**src/rtl/adc_responder_if.sv**
```systemverilog
// Pin-side bundle of the ADC responder: serial pair, channel values and status strobes.
`timescale 1ns/1ps
interface adc_responder_if;
  logic        rx;
  logic        tx;
  logic [39:0] ch_values;
  logic        busy;
  logic        cmd_valid;
  logic [1:0]  cmd_chan;
  logic        bad_cmd;
  logic        frame_err;
  logic        overrun;

  modport slave (
    input  rx, ch_values,
    output tx, busy, cmd_valid, cmd_chan, bad_cmd, frame_err, overrun
  );

  modport master (
    output rx, ch_values,
    input  tx, busy, cmd_valid, cmd_chan, bad_cmd, frame_err, overrun
  );
endinterface

```
**src/rtl/adc_responder.sv**
```systemverilog
// Target-side model of the iceFUN ADC serial protocol: takes a one-byte channel
// request on rx and answers on tx with the snapshotted 10-bit value as two 8N1 frames.
`timescale 1ns/1ps
module adc_responder #(
  parameter int unsigned TICKS_PER_BIT = 48,
  parameter logic [7:0]  CH_BASE       = 8'hA1,
  parameter int unsigned NUM_CH        = 4,
  parameter int unsigned RESP_GAP_BITS = 1
) (
  input logic          clk12MHz,
  input logic          reset,
  adc_responder_if.slave bus
);

  localparam int unsigned CNT_W     = $clog2(TICKS_PER_BIT + 1);
  localparam int unsigned GAP_TICKS = RESP_GAP_BITS * TICKS_PER_BIT;
  localparam int unsigned GAP_W     = $clog2(GAP_TICKS + 2);
  localparam logic [CNT_W-1:0] BIT_TICKS  = CNT_W'(TICKS_PER_BIT);
  localparam logic [CNT_W-1:0] HALF_TICKS = CNT_W'(TICKS_PER_BIT / 2);

  typedef enum logic [1:0] {R_IDLE, R_START, R_DATA, R_STOP} rx_state_e;
  typedef enum logic [1:0] {T_IDLE, T_GAP, T_FRAME} tx_state_e;

  logic             rx_meta_q, rx_meta_d;
  logic             rxs_q, rxs_d;
  rx_state_e        rx_state_q, rx_state_d;
  logic [CNT_W-1:0] rx_cnt_q, rx_cnt_d;
  logic [3:0]       rx_bit_q, rx_bit_d;
  logic [7:0]       rx_sh_q, rx_sh_d;
  logic             rx_wait_q, rx_wait_d;

  tx_state_e        tx_state_q, tx_state_d;
  logic [CNT_W-1:0] tx_cnt_q, tx_cnt_d;
  logic [GAP_W-1:0] gap_cnt_q, gap_cnt_d;
  logic [3:0]       tx_bit_q, tx_bit_d;
  logic [9:0]       tx_sh_q, tx_sh_d;
  logic             tx_byte1_q, tx_byte1_d;
  logic             tx_q, tx_d;
  logic             busy_q, busy_d;
  logic [9:0]       value_q, value_d;

  logic [1:0]       cmd_chan_q, cmd_chan_d;
  logic             cmd_valid_q, cmd_valid_d;
  logic             bad_cmd_q, bad_cmd_d;
  logic             frame_err_q, frame_err_d;
  logic             overrun_q, overrun_d;

  logic [8:0]       code_off_c;
  logic             code_ok_c;
  logic [1:0]       chan_c;
  logic [9:0]       sel_val_c;
  logic             rx_tick_c;
  logic             load_byte_c;
  logic             load_hi_c;

  // Request decode: codes below CH_BASE wrap into bit 8 and fail the range test.
  always_comb begin
    code_off_c = {1'b0, rx_sh_q} - {1'b0, CH_BASE};
    code_ok_c  = (code_off_c < 9'(NUM_CH));
    chan_c     = code_off_c[1:0];
    case (chan_c)
      2'd0:    sel_val_c = bus.ch_values[9:0];
      2'd1:    sel_val_c = bus.ch_values[19:10];
      2'd2:    sel_val_c = bus.ch_values[29:20];
      default: sel_val_c = bus.ch_values[39:30];
    endcase
  end

  always_comb begin
    rx_meta_d   = bus.rx;
    rxs_d       = rx_meta_q;
    rx_state_d  = rx_state_q;
    rx_cnt_d    = rx_cnt_q;
    rx_bit_d    = rx_bit_q;
    rx_sh_d     = rx_sh_q;
    rx_wait_d   = rx_wait_q;
    tx_state_d  = tx_state_q;
    tx_cnt_d    = tx_cnt_q;
    gap_cnt_d   = gap_cnt_q;
    tx_bit_d    = tx_bit_q;
    tx_sh_d     = tx_sh_q;
    tx_byte1_d  = tx_byte1_q;
    tx_d        = tx_q;
    busy_d      = busy_q;
    value_d     = value_q;
    cmd_chan_d  = cmd_chan_q;
    cmd_valid_d = 1'b0;
    bad_cmd_d   = 1'b0;
    frame_err_d = 1'b0;
    overrun_d   = 1'b0;
    load_byte_c = 1'b0;
    load_hi_c   = 1'b0;
    rx_tick_c   = (rx_cnt_q == CNT_W'(1));

    // Receiver: mid-bit sampling from the synchronized line.
    case (rx_state_q)
      R_IDLE: begin
        if (rx_wait_q) begin
          if (rxs_q) rx_wait_d = 1'b0;
        end else if (!rxs_q) begin
          rx_cnt_d   = HALF_TICKS;
          rx_state_d = R_START;
        end
      end
      R_START: begin
        if (rx_tick_c) begin
          if (rxs_q) begin
            rx_state_d = R_IDLE;
          end else begin
            rx_cnt_d   = BIT_TICKS;
            rx_bit_d   = 4'd0;
            rx_state_d = R_DATA;
          end
        end else begin
          rx_cnt_d = rx_cnt_q - CNT_W'(1);
        end
      end
      R_DATA: begin
        if (rx_tick_c) begin
          rx_sh_d  = {rxs_q, rx_sh_q[7:1]};
          rx_cnt_d = BIT_TICKS;
          if (rx_bit_q == 4'd7) rx_state_d = R_STOP;
          else                  rx_bit_d   = rx_bit_q + 4'd1;
        end else begin
          rx_cnt_d = rx_cnt_q - CNT_W'(1);
        end
      end
      R_STOP: begin
        if (rx_tick_c) begin
          rx_state_d = R_IDLE;
          if (!rxs_q) begin
            frame_err_d = 1'b1;
            rx_wait_d   = 1'b1;
          end else if (code_ok_c) begin
            if (busy_q) begin
              overrun_d = 1'b1;
            end else begin
              cmd_valid_d = 1'b1;
              cmd_chan_d  = chan_c;
              value_d     = sel_val_c;
              busy_d      = 1'b1;
            end
          end else begin
            bad_cmd_d = 1'b1;
          end
        end else begin
          rx_cnt_d = rx_cnt_q - CNT_W'(1);
        end
      end
      default: rx_state_d = R_IDLE;
    endcase

    // Transmitter: kicked off by the registered accept strobe.
    case (tx_state_q)
      T_IDLE: begin
        if (cmd_valid_q) begin
          if (GAP_TICKS == 0) begin
            load_byte_c = 1'b1;
          end else begin
            gap_cnt_d  = GAP_W'(GAP_TICKS);
            tx_state_d = T_GAP;
          end
        end
      end
      T_GAP: begin
        if (gap_cnt_q == GAP_W'(1)) load_byte_c = 1'b1;
        else                        gap_cnt_d   = gap_cnt_q - GAP_W'(1);
      end
      T_FRAME: begin
        if (tx_cnt_q == CNT_W'(1)) begin
          if (tx_bit_q == 4'd9) begin
            if (!tx_byte1_q) begin
              load_byte_c = 1'b1;
              load_hi_c   = 1'b1;
            end else begin
              tx_state_d = T_IDLE;
              tx_d       = 1'b1;
              busy_d     = 1'b0;
            end
          end else begin
            tx_sh_d  = {1'b1, tx_sh_q[9:1]};
            tx_d     = tx_sh_q[1];
            tx_bit_d = tx_bit_q + 4'd1;
            tx_cnt_d = BIT_TICKS;
          end
        end else begin
          tx_cnt_d = tx_cnt_q - CNT_W'(1);
        end
      end
      default: tx_state_d = T_IDLE;
    endcase

    // Frame load puts the start bit on the line in the same step.
    if (load_byte_c) begin
      tx_sh_d    = {1'b1, (load_hi_c ? {6'b0, value_q[9:8]} : value_q[7:0]), 1'b0};
      tx_d       = 1'b0;
      tx_cnt_d   = BIT_TICKS;
      tx_bit_d   = 4'd0;
      tx_byte1_d = load_hi_c;
      tx_state_d = T_FRAME;
    end
  end

  always_ff @(posedge clk12MHz or posedge reset) begin
    if (reset) begin
      rx_meta_q   <= 1'b1;
      rxs_q       <= 1'b1;
      rx_state_q  <= R_IDLE;
      rx_cnt_q    <= '0;
      rx_bit_q    <= '0;
      rx_sh_q     <= '0;
      rx_wait_q   <= 1'b0;
      tx_state_q  <= T_IDLE;
      tx_cnt_q    <= '0;
      gap_cnt_q   <= '0;
      tx_bit_q    <= '0;
      tx_sh_q     <= '1;
      tx_byte1_q  <= 1'b0;
      tx_q        <= 1'b1;
      busy_q      <= 1'b0;
      value_q     <= '0;
      cmd_chan_q  <= '0;
      cmd_valid_q <= 1'b0;
      bad_cmd_q   <= 1'b0;
      frame_err_q <= 1'b0;
      overrun_q   <= 1'b0;
    end else begin
      rx_meta_q   <= rx_meta_d;
      rxs_q       <= rxs_d;
      rx_state_q  <= rx_state_d;
      rx_cnt_q    <= rx_cnt_d;
      rx_bit_q    <= rx_bit_d;
      rx_sh_q     <= rx_sh_d;
      rx_wait_q   <= rx_wait_d;
      tx_state_q  <= tx_state_d;
      tx_cnt_q    <= tx_cnt_d;
      gap_cnt_q   <= gap_cnt_d;
      tx_bit_q    <= tx_bit_d;
      tx_sh_q     <= tx_sh_d;
      tx_byte1_q  <= tx_byte1_d;
      tx_q        <= tx_d;
      busy_q      <= busy_d;
      value_q     <= value_d;
      cmd_chan_q  <= cmd_chan_d;
      cmd_valid_q <= cmd_valid_d;
      bad_cmd_q   <= bad_cmd_d;
      frame_err_q <= frame_err_d;
      overrun_q   <= overrun_d;
    end
  end

  assign bus.tx        = tx_q;
  assign bus.busy      = busy_q;
  assign bus.cmd_valid = cmd_valid_q;
  assign bus.cmd_chan  = cmd_chan_q;
  assign bus.bad_cmd   = bad_cmd_q;
  assign bus.frame_err = frame_err_q;
  assign bus.overrun   = overrun_q;

endmodule

```
**src/flat_wrapper.sv**
```systemverilog
// flat-port wrapper written by rule: the top's interface ports become plain ports
module adc_responder_flat 
#(
  parameter int unsigned TICKS_PER_BIT = 48,
  parameter logic [7:0]  CH_BASE       = 8'hA1,
  parameter int unsigned NUM_CH        = 4,
  parameter int unsigned RESP_GAP_BITS = 1
)
  (clk12MHz, reset, bus_rx, bus_ch_values, bus_tx, bus_busy, bus_cmd_valid, bus_cmd_chan, bus_bad_cmd, bus_frame_err, bus_overrun);
  adc_responder_if bus_i ();
  input logic clk12MHz;
  input logic reset;
  input wire logic [$bits(bus_i.rx)-1:0] bus_rx;
  input wire logic [$bits(bus_i.ch_values)-1:0] bus_ch_values;
  output wire logic [$bits(bus_i.tx)-1:0] bus_tx;
  output wire logic [$bits(bus_i.busy)-1:0] bus_busy;
  output wire logic [$bits(bus_i.cmd_valid)-1:0] bus_cmd_valid;
  output wire logic [$bits(bus_i.cmd_chan)-1:0] bus_cmd_chan;
  output wire logic [$bits(bus_i.bad_cmd)-1:0] bus_bad_cmd;
  output wire logic [$bits(bus_i.frame_err)-1:0] bus_frame_err;
  output wire logic [$bits(bus_i.overrun)-1:0] bus_overrun;
  assign bus_i.rx = bus_rx;
  assign bus_i.ch_values = bus_ch_values;
  assign bus_tx = bus_i.tx;
  assign bus_busy = bus_i.busy;
  assign bus_cmd_valid = bus_i.cmd_valid;
  assign bus_cmd_chan = bus_i.cmd_chan;
  assign bus_bad_cmd = bus_i.bad_cmd;
  assign bus_frame_err = bus_i.frame_err;
  assign bus_overrun = bus_i.overrun;
  adc_responder #(.TICKS_PER_BIT(TICKS_PER_BIT), .CH_BASE(CH_BASE), .NUM_CH(NUM_CH), .RESP_GAP_BITS(RESP_GAP_BITS)) u_core (.clk12MHz(clk12MHz), .reset(reset), .bus(bus_i));
endmodule
```
**config.mk**
```make
export PLATFORM = sky130hd
export DESIGN_NAME = adc_responder_flat
export DESIGN_NICKNAME = d
export VERILOG_FILES = /design/src/rtl/adc_responder_if.sv /design/src/rtl/adc_responder.sv /design/src/flat_wrapper.sv
export SDC_FILE = /design/constraint.sdc
export NUM_CORES = 1
export LEC_CHECK = 0
export BUFFER_PORTS_ARGS = -buffer_cell sky130_fd_sc_hd__buf_2
export CAP_MARGIN = 10
export CORE_ASPECT_RATIO = 1.2
export CORE_MARGIN = 1.5
export CORE_UTILIZATION = 55
export CTS_CLUSTER_DIAMETER = 50
export DETAILED_ROUTE_END_ITERATION = 16
export HOLD_SLACK_MARGIN = 0.08
export PLACE_DENSITY = 0.73
export RECOVER_POWER = 100
export SLEW_MARGIN = 20
export SYNTH_ARGS = -nofsm -noshare
export SYNTH_HDL_FRONTEND = slang
export SYNTH_SLANG_ARGS = --single-unit
```
**constraint.sdc**
```tcl
create_clock -name clk12MHz -period 2.73 [get_ports clk12MHz]
set_clock_uncertainty 0.15 [all_clocks]
set_input_delay 0.273 -clock clk12MHz [delete_from_list [all_inputs] [get_ports clk12MHz]]
set_output_delay 0.273 -clock clk12MHz [all_outputs]
set_load 0.03 [all_outputs]
```
# Yosys cells after proc, flatten, opt, wreduce, memory -nomap -nowiden

Index checks and enable logic that the tools add are counted.

Logic and storage cells: 164
Bits of input ports: 43
Register bits: 70

Bitwise operators: 1
Multiplexer cells: 83
Equal/unequal tests: 33
Add/subtract/negate cells: 6
$lt $le $gt $ge: 1
Reductions and logical operators: 19

Operator list:

| cell                | number |
|---|---|
| $mux 6              | 12 |
| $mux 10             | 4 |
| $mux 1              | 38 |
| $mux 4              | 8 |
| $pmux 10 s3         | 1 |
| $mux 2              | 12 |
| $pmux 6 s4          | 1 |
| $eq 6x1->1 const B  | 3 |
| $sub 6x1->6 const B | 3 |
| $ne 3x1->1 const B  | 5 |
| $reduce_and 5->1    | 3 |
| $ne 2x1->1 const B  | 7 |
| $ne 2x2->1 const B  | 7 |
| $pmux 6 s2          | 1 |
| $reduce_and 3->1    | 4 |
| $reduce_bool 2->1   | 5 |
| $lt 9x3->1 const B  | 1 |
| $sub 8x8->9 const B | 1 |
| $add 4x1->4 const B | 2 |
| $eq 2x2->1 const B  | 4 |
| $mux 8              | 1 |
| $pmux 2 s4          | 1 |
| $pmux 4 s2          | 1 |
| $eq 2x1->1 const B  | 3 |
| other kinds (11)    | 15 |

# Depth between registers and ports, before layout

Word-level depth: 10
Depth in mapped cells: 9
Depth with buffers taken out: 7

# Worst setup path after synthesis

Ideal clock, no wire load.

Path type: flip-flop to flip-flop
From: reg u_core.rx_cnt_q[1]
To: reg u_core.rx_cnt_q[0]
Arrival time: 1.839 ns
Clock period less this slack: 2.107 ns
Required time: 2.462 ns
Buffers on the path: 1
Setup slack: 0.623 ns
Cell stages (with the launch flop): 8
Cells stage by stage: dfrtp_1 inv_1 ha_1 or4b_1 o31ai_1 buf_2 nor4_1 a21o_1

Word-level cells in the longest chain between the ends: 3

RTL lines:

| what                                                     | line                 | RTL |
|---|---|---|
| from (decl)                                              | adc_responder.sv:27  | `logic [CNT_W-1:0] rx_cnt_q, rx_cnt_d;` |
| from (signal assigned)                                   | adc_responder.sv:231 | `rx_cnt_q <= rx_cnt_d;` |
| $eq 6x1->1 *                                             | adc_responder.sv:93  | `rx_tick_c = (rx_cnt_q == CNT_W'(1));` |
| $ne 3x3->1 (no line), or another cell as far along       | n/a                  |  |
| $reduce_and 4->1 (no line) or $pmux 6 s4 (tied branches) | n/a                  |  |

Every way passes the cells marked *; elsewhere a longest branch is shown, timed or not.
A chain may end at the register's enable or synchronous reset.

# Final worst setup path

From: reg u_core.rx_sh_q[0]
To: reg u_core.value_q[0]

Word-level cells in the longest chain between the ends: 3

RTL lines:

| what                                                      | line                 | RTL |
|---|---|---|
| from (decl)                                               | adc_responder.sv:29  | `logic [7:0] rx_sh_q, rx_sh_d;` |
| from (signal assigned)                                    | adc_responder.sv:233 | `rx_sh_q <= rx_sh_d;` |
| $sub 8x8->9 *                                             | adc_responder.sv:58  | `code_off_c = {1'b0, rx_sh_q} - {1'b0, CH_BASE};` |
| via u_core.code_off_c[0]                                  | adc_responder.sv:48  | `logic [8:0] code_off_c;` |
| $lt 9x3->1, or another cell as far along                  | adc_responder.sv:59  | `code_ok_c = (code_off_c < 9'(NUM_CH));` |
| $reduce_and 5->1 (no line) or $pmux 10 s3 (tied branches) | n/a                  |  |
| to (signal assigned)                                      | adc_responder.sv:243 | `value_q <= value_d;` |
| to (decl)                                                 | adc_responder.sv:40  | `logic [9:0] value_q, value_d;` |

The timed path passes the listed nets; every way through them passes the cells marked *.

==> summary by stage <==
Power
The total power divided by cell area is 603.3 nW/um^2. The static leakage power is 2.008 nW. IR analysis of the VDD net gives a maximum drop of 0.4598 mV.

Route
The average vias per placed instance is 5.736. The number of design-rule violations left by the first detailed-router iteration is 206. The count of nets left with antenna violations once routing finished came out at 0. The routed wirelength normalized by instance count is 15.01 um. The detailed-routing iteration count for the pre-antenna-repair pass is 8. The count of vias placed by the detailed router is 3069. After detailed routing, the total wire length is 8.030 mm. The number of remaining DRC errors is 0.

Setup path
The critical path in this run is classified as reg2reg. The delay of the slowest critical-path stage is 0.46 ns. The cell with the largest stage delay on the worst path is dfrtp_1. The worst setup path is launched from a flop. The endpoint required time on the critical path is 2.80 ns. The sum of buffers and inverters on the critical path is 2. Walking the worst path, the cells encountered are inv_1, ha_1, o31a_1, nor4_4, clkbuf_1, mux2_2. The critical path capture point type is a flop. The cell class contributing the biggest share of worst-path delay is flip-flops.

In this run the worst path has a maximum fanout of 6. The data arrival time of the critical path is 2.43 ns.

Clock network
Post-CTS repair changed the size of 0 cells. TritonCTS built the clock tree. The count of H-tree levels built during CTS is 3. The buffer levels on the longest clock path is 2. The number of buffers added by the clock tree synthesis step is 9. The number of sinks on the clock net is 68. The source-to-sink clock delay at the later pin of the worst-skew pair is 0.34 ns.

The root cell of the clock tree is clkbuf_8. The clock input transition at the sequential cells of the worst setup and hold paths is 0.08 ns.

Logic synthesis
The count of synthesis-stage warnings from yosys is 0. In the synthesized netlist, the number of instances is 385. The mean area per synthesized cell is 10.15 sq um. Counting distinct cell types in the post-synthesis netlist gives 62.

The async set-or-reset flop fraction in the synthesized netlist is 100.0%. The synthesized design contains 68 register bits. The number of flops mapped to enable cells by yosys is 0. The number of nets handed over by synthesis was 450. The most used flip-flop cell after synthesis is dfrtp_1. Summing the sequential cell areas from Yosys gives 43.89% of the chip area. The summed instance area of the synthesized netlist is 3909 sq um.

Global route
The number of global-route vias before repair is 2892. The global-route usage over all layers is 22.11%. After global routing the overflow that remains totals 0. The first-pass GRT wire length is 13.00 mm.

Entering global routing, the biggest net connects 31 pins. The number of antenna violations at the first check in global routing is 0.

Job
The max capacitance violation total is 0.

Placed design
Detailed placement finished with a half-perimeter wire length of 5.985 mm. The port buffer count is 50. The placed instances occupy a cell area of 4265 sq um. The congestion estimate from routability-driven global placement came to 0.7845.

Timing
Counting I/O delays and the setup requirement, the final critical path takes 2.357 ns. Static timing analysis puts the maximum clock frequency at 0.4242 GHz. The final count of hold timing violations is 0.

The max-slew violation total from the final report is 0. Setup repair after global routing left no endpoint under its margin. The total setup violations reported at the end of the flow is 0. The final worst-path cycle share is 86.35%. For the pin with the worst max-slew slack, the measured transition is 1.145 ns. The relative max-transition margin is 23.59%. The post-route setup TNS is 0 ns.

Die
The floorplan has 33 rows. The vertical die dimension is 95.35 um. 51 I/O pins were placed. The core region is 6854 sq um. The die outline width is 79.96 um. The die covers 7623 sq um. For this configuration, the core starts out at a cell density of 57.03%.

Final layout
Relative to the synthesized area, the layout overhead comes to 13.67%. The finished layout cell area is 4443 sq um. The number of nets at the end of the flow is 508. The repair_antennas step left the layout with diodes totalling 0. The layout filler cell count is 578. The post-route netlist has 23.66% of its cells at a drive strength greater than 1. The fraction of the core area covered by cells at the end of the flow is 64.82%.

Status
The flow ran to the end, and the final reports show no timing, DRC or antenna violations.

Worst hold path
The class of the most critical hold timing path is in2reg.
==> report_power, final <==
group,switching [mW],total (mW),internal (mW)
Combinational,0.378,0.665,0.287
Clock,0.370,0.841,0.471
Sequential,0.0968,1.17,1.08
==> cell usage after synthesis (3+ instances only) <==
library cell,number,area [sq um]
nor4_4,3,63.81
a211oi_1,4,30.03
buf_2,4,20.02
clkbuf_1,6,22.52
and3b_1,4,35.03
a31oi_1,3,18.77
xnor2_1,7,61.31
dfstp_2,11,289.0
o21ai_0,32,160.2
ha_1,22,275.3
a222oi_1,10,100.1
nor3_1,11,55.05
a21o_1,3,22.52
nor2b_1,5,31.28
xor2_1,5,43.79
nor2_1,25,93.84
nand3_1,17,85.08
inv_1,19,71.32
dfrtp_1,57,1426
nand2b_1,5,31.28
a21oi_1,11,55.05
mux2i_1,11,110.1
nor4_1,3,18.77
and2_1,3,18.77
mux2_2,20,225.2
nand2_1,41,153.9
==> repair_timing <==
| action | CTS | global route |
|---|---|---|
| hold buffers | 2 | 0 |
| endpoints found under the hold margin | 29 | 0 |
| buffers inserted | 0 | 0 |
==> routing by layer <==
layer  global-route usage [%]  up-vias  wire [um]
met5                        0        -          0
met4                    9.339        0        146
met3                    3.636       15        216
met2                    37.61       50       4154
met1                    27.76     1493       3512
li1                         -     1511          -
==> state kept, by name (all words and copies together) (netlist names), 2 cells and up, named ones only <==
name and flops:
u_core.rx_bit_q 4, u_core.rx_sh_q 8, u_core.tx_cnt_q 6, u_core.value_q 10, u_core.tx_sh_q 8, u_core.tx_bit_q 4
u_core.rx_cnt_q 6, u_core.bus.cmd_chan 2, u_core.tx_state_q 2, u_core.gap_cnt_q 6
==> final timing paths <==
path / end / slack (ns) / from / cells past startpoint
worst max-delay path: u_core.value_q[0] / 0.37 / u_core.rx_sh_q[0] / 6
worst min-delay path: u_core.value_q[7] / 0.12 / bus_ch_values[37] / 4
worst max register to register: u_core.value_q[0] / 0.37 / u_core.rx_sh_q[0] / 6
worst min register to register: u_core.rxs_q / 0.21 / u_core.rx_meta_q / 0
max in group asynchronous: u_core.rx_meta_q / 0.69 / reset / 4
min in group asynchronous: u_core.rx_bit_q[3] / 0.63 / reset / 3
==> area by class of cell <==
| type | instances | area (sq um) | area share, % |
|---|---|---|---|
| Timing Repair Buffer | 61 | 306.5 | 6.899 |
| Clock inverter | 4 | 48.80 | 1.098 |
| Tap cell | 87 | 108.9 | 2.450 |
| Multi-Input combinational cell | 284 | 2037 | 45.85 |
| Clock buffer | 12 | 155.1 | 3.492 |
| Inverter | 19 | 71.32 | 1.605 |
| Sequential cell | 68 | 1715 | 38.61 |
==> kinds of logic (layout without fill, tap and decap cells) <==
kind of cell / after synthesis / count (layout) / share of synthesized area (%)
compound gates: 87 / 87 / 15.75
fa+ha+maj: 22 / 22 / 7.042
buf+inv: 33 / 96 / 3.617
mux: 31 / 31 / 8.579
flops: 68 / 68 / 43.89
simple gates: 132 / 132 / 18.44
xor+xnor: 12 / 12 / 2.689
==> tightest hold or removal path: cells and delay by family <==
| kind | cells | cell delay, ns |
|---|---|---|
| AOI/OAI and AO/OA | 1 | 0.05 |
| buffers and inverters | 1 | 0.07 |
| muxes | 1 | 0.14 |
| and+or+nand+nor | 1 | 0.04 |
==> cell usage in the layout (no fill, tap or decap), drive strengths merged, types with 17 or more instances in the layout <==
| cell type | n |
|---|---|
| dfrtp | 57 |
| buf | 44 |
| nand2 | 41 |
| o21ai | 34 |
| clkbuf | 27 |
| nor2 | 25 |
| ha | 22 |
| mux2 | 20 |
| inv | 19 |
| nand3 | 17 |
==> through the flow <==
step	worst slack (ns)	hold slack (ns)	instances	total power, mW
3_5_place_dp	0.5266	0.1987	517	1.868
6_report	0.3725	0.1194	535	2.681
5_1_grt	0.1695	0.1430	535	2.854
4_1_cts	0.4879	0.1124	535	2.721
2_1_floorplan	0.6137	0.1275	385	1.688
3_3_place_gp	0.5737	0.1972	517	1.843
No activity file was read; power rests on OpenSTA's default activity.
